File: src/rtl/hm_disp_pkg.sv
// rtl/hm_disp_pkg.sv - shared types and constants for the health-monitor display scan controller.
package hm_disp_pkg;

    typedef enum logic [1:0] {
        ST_IDLE  = 2'd0,
        ST_DISP  = 2'd1,
        ST_GUARD = 2'd2
    } scan_state_t;

    localparam logic [6:0] SEG_OFF = 7'h7F;

    // Active-low {g,f,e,d,c,b,a} patterns for decimal digits 0..9.
    localparam logic [0:9][6:0] GLYPH_TBL = {
        7'h40, 7'h79, 7'h24, 7'h30, 7'h19,
        7'h12, 7'h02, 7'h78, 7'h00, 7'h10
    };

    localparam int NDIG_RT_DEF = 4;
    localparam int NDIG_PM_DEF = 3;

endpackage

File: src/rtl/hm_seg7_glyph.sv
// rtl/hm_seg7_glyph.sv - combinational BCD nibble to active-low 7-segment lookup.
module hm_seg7_glyph
    import hm_disp_pkg::*;
(
    input  logic [3:0] nibble,
    output logic [6:0] seg_l
);

    // Non-decimal nibbles leave the digit dark rather than showing hex.
    always_comb begin
        seg_l = SEG_OFF;
        if (nibble <= 4'd9) begin
            seg_l = GLYPH_TBL[nibble];
        end
    end

endmodule

File: src/rtl/hm_disp_scan_ctrl.sv
// rtl/hm_disp_scan_ctrl.sv - multiplexed 7-segment scan controller with guard blanking and frame snapshot.
// Optional leading-zero blanking is built when HM_DISP_LZB_EN is defined.
module hm_disp_scan_ctrl
    import hm_disp_pkg::*;
#(
    parameter int PRESCALE     = 100000,
    parameter int BLANK_CYCLES = 16,
    parameter int NDIG_RT      = NDIG_RT_DEF,
    parameter int NDIG_PM      = NDIG_PM_DEF
) (
    input  logic        clk,
    input  logic        rst_n,
    input  logic        mode,
    input  logic        rs_en,
    input  logic [15:0] digit_in,
    output logic [2:0]  a,
    output logic [6:0]  seg_l,
    output logic        blank,
    output logic        frame_start
);

    localparam int CNT_MAX = (PRESCALE > BLANK_CYCLES) ? PRESCALE : BLANK_CYCLES;
    localparam int CW      = $clog2(CNT_MAX + 1);
    localparam logic [CW-1:0] PRE_LAST = CW'(PRESCALE - 1);
    localparam logic [CW-1:0] BLK_LAST = CW'(BLANK_CYCLES - 1);

    scan_state_t state;
    logic [CW-1:0] cnt;
    logic [15:0]   snapshot;
    logic          mode_q;

    logic          active;
    logic [2:0]    ndig_last;
    logic          mode_chg;
    logic          pre_end;
    logic          grd_end;
    logic          frame_load;
    logic          digit_adv;
    logic [2:0]    nxt_a;
    logic [15:0]   nxt_snap;
    logic [3:0]    nxt_nibble;
    logic          lz_blank;
    logic [6:0]    glyph_seg;
    logic [6:0]    disp_seg;

    // Next-digit selection is resolved combinationally so the registered
    // segment pattern is already correct on the first DISP cycle.
    always_comb begin
        active    = rs_en | mode;
        ndig_last = mode ? 3'(NDIG_PM - 1) : 3'(NDIG_RT - 1);
        mode_chg  = (state != ST_IDLE) && (mode != mode_q);
        pre_end   = (state == ST_DISP)  && (cnt == PRE_LAST);
        grd_end   = (state == ST_GUARD) && (cnt == BLK_LAST);

        frame_load = active && ((state == ST_IDLE) || mode_chg ||
                                (grd_end && (a >= ndig_last)));
        digit_adv  = active && !mode_chg && grd_end && (a < ndig_last);

        nxt_a = a;
        if (frame_load) begin
            nxt_a = 3'd0;
        end else if (digit_adv) begin
            nxt_a = a + 3'd1;
        end

        nxt_snap   = frame_load ? digit_in : snapshot;
        nxt_nibble = nxt_snap[{nxt_a[1:0], 2'b00} +: 4];

`ifdef HM_DISP_LZB_EN
        // A digit is dark when it and every scanned digit above it are zero.
        lz_blank = (nxt_a != 3'd0);
        for (int i = 0; i < 4; i++) begin
            if ((3'(i) >= nxt_a) && (3'(i) <= ndig_last) &&
                (nxt_snap[4*i +: 4] != 4'd0)) begin
                lz_blank = 1'b0;
            end
        end
`else
        lz_blank = 1'b0;
`endif

        disp_seg = lz_blank ? SEG_OFF : glyph_seg;
    end

    hm_seg7_glyph u_glyph (
        .nibble (nxt_nibble),
        .seg_l  (glyph_seg)
    );

    always_ff @(posedge clk or negedge rst_n) begin
        if (!rst_n) begin
            state       <= ST_IDLE;
            a           <= 3'd0;
            seg_l       <= SEG_OFF;
            blank       <= 1'b1;
            frame_start <= 1'b0;
            cnt         <= '0;
            snapshot    <= 16'h0000;
            mode_q      <= 1'b0;
        end else begin
            frame_start <= 1'b0;
            mode_q      <= mode;
            if (!active) begin
                state <= ST_IDLE;
                a     <= 3'd0;
                seg_l <= SEG_OFF;
                blank <= 1'b1;
                cnt   <= '0;
            end else if (frame_load) begin
                // Covers first start, mode restart and normal frame wrap.
                state       <= ST_DISP;
                a           <= 3'd0;
                snapshot    <= digit_in;
                cnt         <= '0;
                blank       <= 1'b0;
                seg_l       <= disp_seg;
                frame_start <= 1'b1;
            end else begin
                case (state)
                    ST_DISP: begin
                        if (pre_end) begin
                            state <= ST_GUARD;
                            cnt   <= '0;
                            blank <= 1'b1;
                            seg_l <= SEG_OFF;
                        end else begin
                            cnt <= cnt + CW'(1);
                        end
                    end
                    ST_GUARD: begin
                        if (grd_end) begin
                            state <= ST_DISP;
                            a     <= nxt_a;
                            cnt   <= '0;
                            blank <= 1'b0;
                            seg_l <= disp_seg;
                        end else begin
                            cnt <= cnt + CW'(1);
                        end
                    end
                    default: begin
                        state <= ST_IDLE;
                        a     <= 3'd0;
                        seg_l <= SEG_OFF;
                        blank <= 1'b1;
                        cnt   <= '0;
                    end
                endcase
            end
        end
    end

endmodule

File: config.mk
export PLATFORM = sky130hd
export DESIGN_NAME = hm_disp_scan_ctrl
export DESIGN_NICKNAME = d
export VERILOG_FILES = /design/src/rtl/hm_disp_pkg.sv /design/src/rtl/hm_seg7_glyph.sv /design/src/rtl/hm_disp_scan_ctrl.sv
export SDC_FILE = /design/constraint.sdc
export NUM_CORES = 1
export LEC_CHECK = 0
export CORE_ASPECT_RATIO = 1.4
export CORE_MARGIN = 1.5
export CORE_UTILIZATION = 60
export CTS_CLUSTER_DIAMETER = 150
export DETAILED_ROUTE_END_ITERATION = 16
export GPL_TIMING_DRIVEN = 0
export PLACE_DENSITY = 0.85
export SETUP_SLACK_MARGIN = 0.1
export SLEW_MARGIN = 20
export SYNTH_ARGS = -nofsm -noshare
export SYNTH_HDL_FRONTEND = slang
export SYNTH_HIERARCHICAL = 1
export SYNTH_SLANG_ARGS = --single-unit
File: constraint.sdc
create_clock -name clk -period 5.4 [get_ports clk]
set_clock_uncertainty 0.1 [all_clocks]
set_input_delay 0.54 -clock clk [delete_from_list [all_inputs] [get_ports clk]]
set_output_delay 0.54 -clock clk [all_outputs]
set_load 0.05 [all_outputs]
==> results.py <==
metrics = {
    "yosys": {
        "synth_edf_count": 0,
        "synth-async-reset-ratio_pct": 100.0,
        "synthesis.nets": 287,
        "synthDistinctLibCells": 50,
        "yosysWarnings": 6,
        "ys_seq_area_share_pct": 44.30,
        "synth_area_per_cell_um2": 10.72,
        "ys_ff_latch": 48,
        "synthesis.area_mm2": 0.002734,
        "yosys_most_used_dff": "dfrtp_1",
        "syn_inst": 255,
    },
    "critical_path": {
        "cp_max_fo": 9,
        "worstPathRequired_ns": 5.53,
        "slowest_stage": "clkdlybuf4s50_1",
        "critPathTopFamily": "compound AO/OA/AOI/OAI gates",
        "cpPeakStageDelay_ns": 0.59,
        "start_kind": "primary input",
        "end_kind": "register",
        "crit_type": "in2reg",
        "cp_data_arrival_time_ns": 4.15,
        "cp_cell_sequence": "clkdlybuf4s50_1, inv_1, ha_1, nand2b_1, a21oi_1, o31ai_1, o211ai_2, inv_2, nor2_1, a221oi_2, inv_1, ha_1, nor2_1, nor2_1, mux2i_1, o22a_1",
        "crit_path_start": "mode",
        "ff2ff_setup_slack_ns": 1.63,
        "reg2reg_depth": 15,
        "path_common_cell": "nor2_1",
        "worstReg2RegEnd": "seg_l[6]",
        "reg2reg_from": "a[0]",
        "cp_num_buf_inv": 4,
    },
    "routing": {
        "antenna_left": 0,
        "post-route-drc-count": 0,
        "vias": 2039,
        "wl_per_cell_um": 14.75,
        "routed_wl_um": 5236,
        "via_per_inst": 5.744,
        "drt_iter0_drc": 69,
        "first_pass_iters": 4,
    },
    "power_and_ir_drop": {
        "clkPwrFrac_pct": 21.8,
        "leakagePower_nw": 1.343,
        "switchingPower_mw": 0.3006,
        "pwr_density_cell_mw_per_mm2": 286.8,
        "seq_power_share_pct": 46.8,
        "power_mw": 0.9244,
        "p_sw_share_pct": 32.52,
        "combPwrFrac_pct": 31.4,
        "peakVddDrop_mv": 0.1494,
        "p_int_mw": 0.6238,
    },
    "run_status": {
        "status": "completed",
    },
    "timing": {
        "worst_pin_slew_ns": 0.6183,
        "setup_viol": 0,
        "hold_violations": 0,
        "slew_viol_final": 0,
        "tns_ns": 0,
        "rsz0062_at_grt": "false",
        "slew_headroom_pct": 58.78,
        "fmax_mhz": 248.7,
        "min_period_over_period_pct": 74.46,
        "min_period_ns": 4.021,
    },
    "clock_tree": {
        "tritoncts": "built",
        "clock_path_buffers": 2,
        "clock_sinks": 48,
        "cts-root-buf": "clkbuf_8",
        "cts.reportedPaths.clkPinSlew_ns": 0.09,
        "clock_latency_ns": 0.30,
        "cts_hold_buf": 0,
        "cts-htree-levels": 2,
        "numCtsBuffers": 5,
        "postCtsSetupBuffers": 0,
        "ctsResizeCount": 0,
    },
    "floorplan": {
        "die_area_mm2": 0.004976,
        "initial_utilization_pct": 63.44,
        "ioPinCount": 32,
        "core-area_mm2": 0.004309,
        "die_h_um": 82.87,
        "num_rows": 28,
        "die_width_um": 60.05,
    },
    "grt": {
        "grt_pass1_wl_um": 8694,
        "grt_pass1_vias": 2007,
        "overflow": 0,
        "track_usage_pct": 22.49,
        "grt_start_max_net_pins": 27,
        "antenna_found_initial": 0,
    },
    "cells_and_area": {
        "area_growth_pct": 17.89,
        "final_layout_size_suffix_gt1_share_pct": 18.98,
        "diodes": 0,
        "nets": 326,
    },
    "hold_path": {
        "hold_path.class": "in2async",
    },
    "place": {
        "place_congestion": 0.8947,
        "dp_hpwl_um": 3888,
        "io_buffers": 31,
    },
    "flow_run": {
        "maxCapViolCount": 0,
    },
}
cell usage in the layout (no fill, tap or decap), drive strengths merged, types with 5 or more instances in the layout:
master,count
a21oi,8
xor2,9
mux2i,12
ha,12
and3,5
xnor2,7
nor2,32
mux2,16
nand2,17
clkdlybuf4s50,30
clkbuf,8
o22a,8
dfrtp,40
dfstp,8
inv,13
buf,8
o21ai,6
nand3,9
area by class of cell:
class	count	area (µm²)
buffer	7	56.30
fill	327	1086
tap	60	75.07
timing repair buffer	32	332.8
inverter	13	48.80
clock inverter	1	5.005
sequential	48	1211
multi-input combinational	187	1418
clock buffer	7	76.32
power groups by stage:
stage / Combinational, mW / Clock, mW / Sequential [mW]
finish: 0.290 / 0.202 / 0.433
global route: 0.314 / 0.225 / 0.438
CTS: 0.291 / 0.211 / 0.433
detailed placement: 0.290 / 0 / 0.440
global placement: 0.281 / 0 / 0.438
floorplan: 0.146 / 0 / 0.496
synth_stat cells (8+ instances only):
| library cell | count | area (µm²) |
|---|---|---|
| a21oi_1 | 8 | 40.04 |
| dfstp_2 | 8 | 210.2 |
| o22a_1 | 8 | 70.07 |
| nand2_1 | 17 | 63.81 |
| dfrtp_1 | 40 | 1001 |
| nor2_1 | 32 | 120.1 |
| mux2i_1 | 12 | 120.1 |
| ha_1 | 12 | 150.1 |
| nand3_1 | 8 | 40.04 |
| xor2_1 | 9 | 78.83 |
| inv_1 | 12 | 45.04 |
| mux2_2 | 15 | 168.9 |
through the flow:
stage          util (%)  area [µm²]  hold slack, ns  std cells  setup WS, ns
2_1_floorplan         -        2734          0.1444        255         1.942
3_3_place_gp      72.39        3119          0.3808        346         1.175
3_5_place_dp      72.91        3142          0.3834        347         1.077
4_1_cts           74.80        3223          0.1677        355         1.388
5_1_grt           74.80        3223          0.1953        355         1.020
6_report          74.80        3223          0.1514        355         1.379
state kept, by name, indices dropped and copies added (netlist names):
register,count
blank,1
a,3
state,2
cnt,17
mode_q,1
seg_l,7
frame_start,1
snapshot,16
worst max-delay path by stage:
| stage | endpoint | depth (start not counted) |
|---|---|---|
| after detailed placement | seg_l[6] | 16 |
| after global placement | seg_l[3] | 16 |
| after global routing | seg_l[3] | 16 |
| final | seg_l[6] | 16 |
| after CTS | seg_l[6] | 16 |
| after floorplan | seg_l[3] | 15 |
layer usage:
metal  up-vias  wire length, µm  global-route usage, %
met3        12              200                  4.206
met5         -                0                      0
met1      1004             2243                  27.79
li1        974                -                      -
met2        49             2664                  36.96
met4         0              128                  10.10
cells by family (layout without fill, tap and decap cells):
kind of cell             after synthesis  after routing  synth area share [%]
XOR/XNOR                              16             16                 5.126
flip-flops                            48             48                 44.30
buffers and inverters                 20             60                 3.844
AO/OA/AOI/OAI                         44             44                 13.13
adder cells (fa/ha/maj)               12             12                 5.492
AND/OR/NAND/NOR                       87             87                 16.98
multiplexers                          28             28                 11.12
No activity file was read; power rests on OpenSTA's default activity.
